File: config.mk
export PLATFORM = sky130hd
export DESIGN_NAME = mem_access_stage
export DESIGN_NICKNAME = d
export VERILOG_FILES = /design/src/rtl/mem_access_stage.sv
export SDC_FILE = /design/constraint.sdc
export NUM_CORES = 1
export LEC_CHECK = 0
export CAP_MARGIN = 30
export CELL_PAD_IN_SITES_DETAIL_PLACEMENT = 0
export CELL_PAD_IN_SITES_GLOBAL_PLACEMENT = 1
export CORE_ASPECT_RATIO = 2
export CORE_UTILIZATION = 24
export DETAILED_ROUTE_END_ITERATION = 10
export PLACE_DENSITY = 0.92
export SETUP_SLACK_MARGIN = 0.3
export SYNTH_ARGS = -nofsm -noshare
export SYNTH_HDL_FRONTEND = slang
export SYNTH_SLANG_ARGS = --single-unit
File: constraint.sdc
create_clock -name clk -period 5.07 [get_ports clk]
set_clock_uncertainty 0.2 [all_clocks]
set_input_delay 1.014 -clock clk [delete_from_list [all_inputs] [get_ports clk]]
set_output_delay 1.014 -clock clk [all_outputs]
set_load 0.01 [all_outputs]
File: src/rtl/mem_access_stage.sv
`default_nettype none
// ============================================================================
//  Module      : mem_access_stage
//  Description : Memory-access stage of the 5-stage pipeline. Drives the
//                data-memory request/acknowledge interface, stalls upstream
//                while a load or store waits on memory, aborts accesses that
//                exceed a wait bound, and registers the selected writeback
//                result into the MA/WB register.
//  Revision    : 1.0 - initial release
// ============================================================================
module mem_access_stage #(
   parameter int unsigned MAX_WAIT = 15,   // unacknowledged cycles before abort (1..255)
   parameter int unsigned CNT_W    = 8     // wait-counter width, 2**CNT_W > MAX_WAIT
) (
   input  logic        clk,
   input  logic        rst,
   // EX/MA register outputs
   input  logic [1:0]  M_sel_result,
   input  logic        M_we_dm,
   input  logic        M_we_rf,
   input  logic [31:0] M_alu_o,
   input  logic [31:0] M_dm_wd,
   input  logic [4:0]  M_rf_a3,
   input  logic [31:0] M_PC_P4,
   input  logic [31:0] M_ext,
   // data-memory interface
   output logic        dm_req,
   output logic        dm_we,
   output logic [31:0] dm_addr,
   output logic [31:0] dm_wdata,
   input  logic [31:0] dm_rdata,
   input  logic        dm_ack,
   // pipeline control
   output logic        ma_stall,
   // MA/WB register
   output logic [31:0] W_result,
   output logic [4:0]  W_rf_a3,
   output logic        W_we_rf,
   output logic        dm_timeout
);

   // Result-select encoding
   localparam logic [1:0] c_SEL_ALU = 2'b00;
   localparam logic [1:0] c_SEL_MEM = 2'b01;
   localparam logic [1:0] c_SEL_PC4 = 2'b10;
   localparam logic [1:0] c_SEL_IMM = 2'b11;

   // Counter value at which an outstanding access is abandoned
   localparam logic [CNT_W-1:0] c_MAX_WAIT = CNT_W'(MAX_WAIT);

   typedef enum logic [0:0] {
      ST_IDLE = 1'b0,
      ST_WAIT = 1'b1
   } state_t;

   state_t           r_state;
   state_t           w_state_nxt;
   logic [CNT_W-1:0] r_cnt;
   logic [CNT_W-1:0] w_cnt_nxt;
   logic             r_timeout;
   logic             w_timeout_nxt;

   logic             w_mem_op;
   logic             w_abort;
   logic             w_stall;
   logic [31:0]      w_result_mux;

   logic [31:0]      r_w_result;
   logic [4:0]       r_w_rf_a3;
   logic             r_w_we_rf;

   // A store, or a load selecting memory data, needs the data memory
   assign w_mem_op = M_we_dm | (M_sel_result == c_SEL_MEM);

   // Abort fires in the cycle after MAX_WAIT unacknowledged request cycles
   assign w_abort  = (r_state == ST_WAIT) & (r_cnt == c_MAX_WAIT);

   // Stall is combinational so a same-cycle acknowledge costs nothing
   assign w_stall  = w_mem_op & ~dm_ack & ~w_abort & ~rst;

   assign dm_req     = w_mem_op & ~w_abort & ~rst;
   assign dm_we      = M_we_dm;
   assign dm_addr    = M_alu_o;
   assign dm_wdata   = M_dm_wd;
   assign ma_stall   = w_stall;
   assign dm_timeout = r_timeout;
   assign W_result   = r_w_result;
   assign W_rf_a3    = r_w_rf_a3;
   assign W_we_rf    = r_w_we_rf;

   // State, wait counter and sticky timeout flag
   always_ff @(posedge clk) begin
      if (rst) begin
         r_state   <= ST_IDLE;
         r_cnt     <= '0;
         r_timeout <= 1'b0;
      end else begin
         r_state   <= w_state_nxt;
         r_cnt     <= w_cnt_nxt;
         r_timeout <= w_timeout_nxt;
      end
   end

   // Next-state logic for the memory handshake
   always_comb begin
      w_state_nxt   = r_state;
      w_cnt_nxt     = r_cnt;
      w_timeout_nxt = r_timeout;
      case (r_state)
         ST_IDLE: begin
            if (w_mem_op & ~dm_ack) begin
               w_state_nxt = ST_WAIT;
               w_cnt_nxt   = CNT_W'(1);
            end else begin
               w_state_nxt = ST_IDLE;
               w_cnt_nxt   = '0;
            end
         end
         ST_WAIT: begin
            if (w_abort) begin
               // An acknowledge arriving in the abort cycle is ignored
               w_state_nxt   = ST_IDLE;
               w_cnt_nxt     = '0;
               w_timeout_nxt = 1'b1;
            end else if (dm_ack) begin
               w_state_nxt = ST_IDLE;
               w_cnt_nxt   = '0;
            end else begin
               w_state_nxt = ST_WAIT;
               w_cnt_nxt   = r_cnt + CNT_W'(1);
            end
         end
         default: begin
            w_state_nxt = ST_IDLE;
            w_cnt_nxt   = '0;
         end
      endcase
   end

   // Writeback result selection
   always_comb begin
      w_result_mux = M_alu_o;
      case (M_sel_result)
         c_SEL_ALU: w_result_mux = M_alu_o;
         c_SEL_MEM: w_result_mux = dm_rdata;
         c_SEL_PC4: w_result_mux = M_PC_P4;
         c_SEL_IMM: w_result_mux = M_ext;
         default:   w_result_mux = M_alu_o;
      endcase
   end

   // MA/WB register: bubble while stalled or aborting, otherwise advance
   always_ff @(posedge clk) begin
      if (rst) begin
         r_w_result <= '0;
         r_w_rf_a3  <= '0;
         r_w_we_rf  <= 1'b0;
      end else if (w_stall | w_abort) begin
         r_w_we_rf  <= 1'b0;
      end else begin
         r_w_result <= w_result_mux;
         r_w_rf_a3  <= M_rf_a3;
         r_w_we_rf  <= M_we_rf & (M_rf_a3 != 5'd0);
      end
   end

endmodule
`default_nettype wire

### Yosys cells after proc, flatten, opt, wreduce, memory -nomap -nowiden

Index checks and enable logic that the tools add are counted.

| cells by class | value |
|---|---|
| equality and inequality tests | 4 |
| reductions and logical operators | 4 |
| add/subtract/negate cells | 1 |
| mux-type cells | 9 |
| bitwise gates (word level) | 13 |

Operator list:

| kind | number |
|---|---|
| 32-bit one-hot mux with 4 select lines | 1 |
| 8-bit two-way mux | 2 |
| 8-bit one-hot mux with 2 select lines | 1 |
| 8-bit by 1-bit adder with 8-bit output, second input constant | 1 |
| 8-bit by 4-bit == test with 1-bit output, second input constant | 1 |
| 1-bit AND | 7 |
| 5-bit nonzero test | 1 |
| 2-bit == test, second input constant | 2 |
| 1-bit two-way mux | 4 |
| 1-bit NOT | 4 |
| 2-bit by 1-bit == test with 1-bit output, second input constant | 1 |
| 2-bit zero test | 1 |
| 1-bit bitwise OR | 2 |
| 1-bit one-hot mux with 2 select lines | 1 |
| 2-bit AND reduction | 1 |
| 2-bit OR reduction | 1 |

| storage, ports and cells | value |
|---|---|
| register bits after elaboration | 48 |
| logic and storage cells | 37 |
| input port bits | 172 |
| output and inout bits | 106 |

### Longest topological paths before layout

Gate-level depths: netlist of run 1.

| logic depth | value |
|---|---|
| depth in word-level cells | 7 |
| mapped depth | 7 |
| depth with buffers taken out | 5 |

### Worst setup path before layout of run 1

OpenSTA, ideal clock, no wires.

| timing path | value |
|---|---|
| path type | in2out |
| start point | input port M_sel_result[0] |
| end point | output port ma_stall |
| slack | 1817 ps |
| arrival time | 2039 ps |
| stages on the path | 5 |
| path buffers | 2 |
| cells stage by stage | buf_2 -> nor2b_1 -> o21ai_1 -> clkbuf_1 -> nor2_1 |

| on the way | value |
|---|---|
| longest elaborated chain between the ends | 5 |

RTL lines:

| element | line | RTL |
|---|---|---|
| from (decl) | 18 | `input logic [1:0] M_sel_result,` |
| 2-bit by 1-bit == test with 1-bit output | 73 | `assign w_mem_op = M_we_dm \| (M_sel_result == c_SEL_MEM);` |
| 1-bit bitwise OR | 73 |  |
| 1-bit AND (3 in series) | 79 | `assign w_stall = w_mem_op & ~dm_ack & ~w_abort & ~rst;` |
| to (decl) | 34 | `output logic ma_stall,` |

No other way between the ends.

### Worst setup path in the final report of run 1

| timing path | value |
|---|---|
| start point | input port dm_ack |
| end point | output port ma_stall |

| on the way | value |
|---|---|
| longest elaborated chain between the ends | 4 |

RTL lines:

| element | line | RTL |
|---|---|---|
| from (decl) | 32 | `input logic dm_ack,` |
| 1-bit NOT | 79 |  |
| 1-bit AND (3 in series) | 79 |  |

No other way between the ends.

==> results of run 1 <==
-- synth_stat cells --
master and number:
o22ai_1 1, o21a_1 1, buf_2 5, mux4_2 32, nand2_1 5, nor3_2 1, clkbuf_2 3, nand3_1 19
xor2_1 1, ha_1 1, buf_4 65, o21ai_0 33, or3_1 2, nor4_1 1, clkbuf_1 18, buf_6 3
inv_1 1, a21oi_1 39, nor3_1 2, dfxtp_1 48, nor2b_1 1, nor2_1 12, or4_1 1, nand3_2 21
o21ai_1 9, or4b_4 1, xnor2_1 3
-- power by group --
group	total, mW	switching, mW	internal, mW
clock	0.376	0.144	0.232
sequential	0.417	0.0136	0.403
combinational	0.342	0.118	0.224
total	1.14	0.276	0.859
-- final timing paths --
check | start | to | slack, ns | cells past startpoint
setup reg to reg | r_state | W_result[0] | 2.49 | 4
hold / removal | W_result[31] | W_result[31] | 0.27 | 2
hold reg to reg | W_result[31] | W_result[31] | 0.27 | 2
setup / recovery | dm_ack | ma_stall | 1.25 | 5
-- per-layer routing --
layer / global-route usage / vias to the layer above / share of wire
met5: 0 / - / 0
met4: 0.0907 / 0 / 0.046
met3: 0.0273 / 42 / 0.055
met2: 0.308 / 144 / 0.57
met1: 0.155 / 1451 / 0.33
li1: - / 1405 / -
-- area by class of cell --
cell class              instances  area share
clock buffers                   6      0.0252
clock inverters                 2     0.00684
inverters                       1    0.000733
multi-input cells             186       0.320
flip-flops and latches         48       0.188
well taps                     152      0.0371
repair buffers                219       0.422
-- flip-flops by register name, summed over array words and instances, names as in the netlist --
signal      cells
W_result       32
r_cnt           8
W_rf_a3         5
W_we_rf         1
dm_timeout      1
r_state         1
-- cells by family (layout without fill, tap and decap cells) --
family                     after synthesis  in the layout  synth area share
DFF                                     48             48             0.299
AOI/OAI and AO/OA                       83             83             0.130
adders and majority gates                1              1           0.00389
and+or+nand+nor                         66             66             0.135
buffers and inverters                   95            228             0.197
muxes                                   32             32             0.224
xor gates and xnor gates                 4              4            0.0109
-- placed cells by master, fill, tap and decap left out, drive strengths merged --
| master | Yosys | layout |
|---|---|---|
| nand3 | 40 | 40 |
| or3 | 2 | 2 |
| nor4 | 1 | 1 |
| nor2b | 1 | 1 |
| bufinv | 0 | 1 |
| clkdlybuf4s50 | 0 | 210 |
| o21a | 1 | 1 |
| mux4 | 32 | 32 |
| inv | 1 | 1 |
| buf | 73 | 9 |
| dfxtp | 48 | 48 |
| a21oi | 39 | 39 |
| nor2 | 12 | 12 |
| xnor2 | 3 | 3 |
| nand2 | 5 | 5 |
| clkinv | 0 | 1 |
| nor3 | 3 | 3 |
| or4b | 1 | 1 |
| clkbuf | 21 | 6 |
| o22ai | 1 | 1 |
| ha | 1 | 1 |
| or4 | 1 | 1 |
| o21ai | 42 | 42 |
| xor2 | 1 | 1 |
-- worst max-delay path, stage by stage --
cell and delay [ns]:
clkdlybuf4s50_1 0.40, nor2_1 0.32, o21ai_4 0.10, nor2_1 0.17
clkdlybuf4s50_1 0.58
-- per-stage QoR --
step,setup slack (ns),hold slack [ns]
after global placement,1.17,0.247
after CTS,1.19,0.279
final,1.25,0.275
after global routing,1.10,0.302
after detailed placement,1.19,0.268
after floorplan,1.82,0.228
==> impl_metrics.tcl, run 1 <==
set metrics [dict create \
    seq_area_frac_synth 0.299 \
    p_leak_nw 1.84 \
    ys_top_cells_by_area "dfxtp_1, mux4_2, buf_4" \
    routedWlPerCell_um 18.2 \
    peakVddDrop_uv 129 \
    yosys.area.top_type_share 0.299 \
    hpwlAfterDp_um 8810 \
    design_area_mm2 0.00512 \
    numCtsBuffers 5 \
    postCtsHoldBufs 0 \
    drc 26 \
    failed_checks "design-rule violations" \
    rsz0062_at_grt "false" \
    crit_required_ns 3.86 \
    cp.arrival_ns 2.61 \
    netlist_instances 329 \
    dr_total_vias 3042 \
    fill_cells 1238 \
    crit_type "in -> out" \
    layout-drive-gt1-share 0.158 \
    fin_crit_ns 3.82 \
    dieArea_mm2 0.0139 \
    syn-num-nets 502 \
    grt_pass1_wl_um 17100 \
    worst_setup_path_end_kind "output port" \
    critPathMaxFanout 4 \
    initial_utilization 0.246 \
    grt_pass1_vias 3323 \
    firstDrtPassIters 8 \
    worst_setup_path_start_kind "input port" \
    setup_violations 0 \
    n_antenna_cell 0 \
    synth-warning-count 0 \
    coreArea_mm2 0.0131 \
    fin_cells 614 \
    h-tree-depth 2 \
    drv_slew 0 \
    track_usage 0.160 \
    slew-limit-headroom 0.383 \
    drtIter0Drc 170 \
    clock_latency_ns 0.29 \
    dieHeight_um 166 \
    row_count 59 \
    synth_largest_area_cell "dfxtp_1" \
    regArea_um2 961 \
    layout.nets 634 \
    cts.clk_slew.worst_paths_ns 0.06 \
    ant_nets 0 \
    ioPinCount 278 \
    multi_input_area_mm2 0.00164 \
    avgSynthCellArea_um2 9.78 \
    die_x_um 83.9 \
    cts_tree "done" \
    ys_ff_latch 48 \
    vias_per_cell 4.95 \
    grt_antenna_before_repair 0 \
    cts_resized 0 \
    root_buffer "clkbuf_16" \
    final_core_util 0.392 \
    gp_congestion 0.772 \
    status "complete, but fails checks" \
    maxCapViolations 0 \
    placed_area_mm2 0.00496 \
    total_power_mw 1.14 \
    portBuffers 213 \
    dp.cells 606 \
    power_density_mw_per_mm2 222 \
    min_period_over_period 0.754 \
    netlist_area_mm2 0.00322 \
    grt_max_degree 41 \
    final-hold-violation-count 0 \
    setup-tns-final_ns 0 \
    cts_max_path_buffers 2 \
    worstHoldPathType "reg -> reg" \
    finalWirelength_um 11200 \
    ys_types 27 \
    clock_sinks 48 \
    cts_setup_buffers 0 \
    worstMarginPinSlew_ns 0.926 \
    max_freq_ghz 0.262 \
    synthToLayoutAreaGrowth_pct 59.2 \
    overflow 0 \
]
Power figures use the tool's default switching activity.
==> inputs of run 2 (changes only) <==
--- a/config.mk
+++ b/config.mk
@@ -9,9 +9,9 @@
 export CELL_PAD_IN_SITES_DETAIL_PLACEMENT = 0
 export CELL_PAD_IN_SITES_GLOBAL_PLACEMENT = 1
 export CORE_ASPECT_RATIO = 2
-export CORE_UTILIZATION = 24
+export CORE_UTILIZATION = 22
 export DETAILED_ROUTE_END_ITERATION = 10
-export PLACE_DENSITY = 0.92
+export PLACE_DENSITY = 0.86
 export SETUP_SLACK_MARGIN = 0.3
 export SYNTH_ARGS = -nofsm -noshare
 export SYNTH_HDL_FRONTEND = slang
==> constraint.sdc (replaced) <==
create_clock -name clk -period 3.7 [get_ports clk]
set_clock_uncertainty 0.2 [all_clocks]
set_input_delay 0.74 -clock clk [delete_from_list [all_inputs] [get_ports clk]]
set_output_delay 0.74 -clock clk [all_outputs]
set_load 0.01 [all_outputs]
==> impl_metrics.tcl, run 2 (synthesized netlist as in run 1, its figures left out) <==
set metrics [dict create \
    die_x_um 87.5 \
    wl_met2_um 6430 \
    m1WireLength_um 3610 \
    top_layer "met5" \
    max_freq_ghz 0.315 \
    met3WireLength_um 861 \
    drtIter0Drc 75 \
    layout-drive-gt1-share 0.158 \
    power_density_mw_per_mm2 287 \
    crit_type "in -> out" \
    firstDrtPassIters 4 \
    final-hold-violation-count 0 \
    synthToLayoutAreaGrowth_pct 60.2 \
    finalWirelength_um 11400 \
    grt_pass1_wl_um 17500 \
    routedWlPerCell_um 17.4 \
    h-tree-depth 2 \
    track_usage 0.154 \
    row_count 62 \
    worst_setup_path_start_kind "input port" \
    cts_tree "done" \
    cp.arrival_ns 2.24 \
    final_cell_mix "clkdlybuf4s50_1, dfxtp_1, a21oi_1" \
    cts_setup_buffers 0 \
    postCtsHoldBufs 0 \
    fin_ws_ns 0.522 \
    numCtsBuffers 5 \
    worstHoldPathType "reg -> reg" \
    cp_slowest_cell "clkdlybuf4s50_1" \
    final_core_util 0.359 \
    rsz0062_at_grt "false" \
    drc 0 \
    ioPinCount 278 \
    setup_violations 0 \
    worstMarginPinSlew_ns 0.968 \
    timing.hold.ws_ns 0.269 \
    dr_total_vias 3064 \
    dieArea_mm2 0.0151 \
    grt_pass1_vias 3338 \
    crit_required_ns 2.76 \
    dieHeight_um 173 \
    gp_congestion 0.744 \
    root_buffer "clkbuf_16" \
    p_leak_nw 1.83 \
    vias_per_cell 4.68 \
    critPathMaxFanout 4 \
    path_cells "clkdlybuf4s50_1 > nor2_1 > o21ai_4 > nor2_1 > clkdlybuf4s50_1" \
    grt_max_degree 40 \
    status "finished, final reports clean" \
    layout_commonest_cell "clkdlybuf4s50_1" \
    slew-limit-headroom 0.355 \
    overflow 0 \
    critPathMaxStageDelay_ns 0.55 \
    coreArea_mm2 0.0144 \
    peakVddDrop_uv 189 \
    min_period_over_period 0.859 \
    cts.clk_slew.worst_paths_ns 0.06 \
    grt_antenna_before_repair 3 \
    fin_crit_ns 3.18 \
    layout.nets 635 \
    worst_setup_path_end_kind "output port" \
    cp_top_family "buffers and inverters" \
    maxCapViolations 0 \
    clock_latency_ns 0.28 \
    cts_max_path_buffers 2 \
    path_buf_inv 2 \
    initial_utilization 0.224 \
    clock_sinks 48 \
    largest_register_ffs 32 \
    drv_slew 0 \
    setup-tns-final_ns 0 \
    place_ws_ns 0.516 \
    ant_nets 0 \
    hpwlAfterDp_um 8970 \
    cts_resized 0 \
    portBuffers 213 \
    fill_cells 1434 \
]
==> run 2: cell types whose count changed in the layout (fill, tap and decap cells not counted), sizes merged <==
cell / before / now
buf: 9 / 10
diode: 0 / 1
bufinv: 1 / 0
==> run 2: report_power, final <==
part	internal (mW)	switching (mW)
Sequential	0.553	0.0180
Clock	0.246	0.193
Combinational	0.307	0.164
Total	1.11	0.375
==> run 2: final cells by class <==
cell class	instances	area, µm²	share of cell area
multi-input cells	186	1640	0.319
clock inverters	1	5.00	0.000971
well taps	192	240	0.0466
clock buffers	6	129	0.0250
inverters	1	3.75	0.000729
diodes	1	2.50	0.000486
flip-flops and latches	48	961	0.186
repair buffers	220	2170	0.421
==> run 2: final timing paths <==
| check | from | to | slack, ns | cells after the start |
|---|---|---|---|---|
| max | dm_ack | ma_stall | 0.52 | 5 |
| min | dm_timeout | dm_timeout | 0.27 | 2 |
| max reg2reg | r_state | r_cnt[0] | 1.11 | 4 |
| min reg2reg | dm_timeout | dm_timeout | 0.27 | 2 |
==> run 2: worst register-to-register path, delay by kind of cell (launching register included) <==
kind | cells | cell delay [ns]
AO/OA/AOI/OAI | 1 | 0.11
flip-flops | 1 | 0.42
AND/OR/NAND/NOR | 3 | 1.73
==> run 2: layer usage <==
metal,global-route usage,vias to the layer above
met5,0,-
met4,0.0813,2
met3,0.0415,46
met2,0.295,153
met1,0.139,1465
li1,-,1398
==> run 2: per-stage QoR <==
| stage | power (mW) | instance area, µm² | cells |
|---|---|---|---|
| 6_report | 1.48 | 5150 | 655 |
| 5_1_grt | 1.55 | 5150 | 654 |
| 4_1_cts | 1.51 | 5150 | 654 |
| 3_5_place_dp | 1.06 | 5020 | 647 |
| 3_3_place_gp | 1.05 | 5020 | 647 |
| 2_1_floorplan | 0.821 | 3220 | 329 |
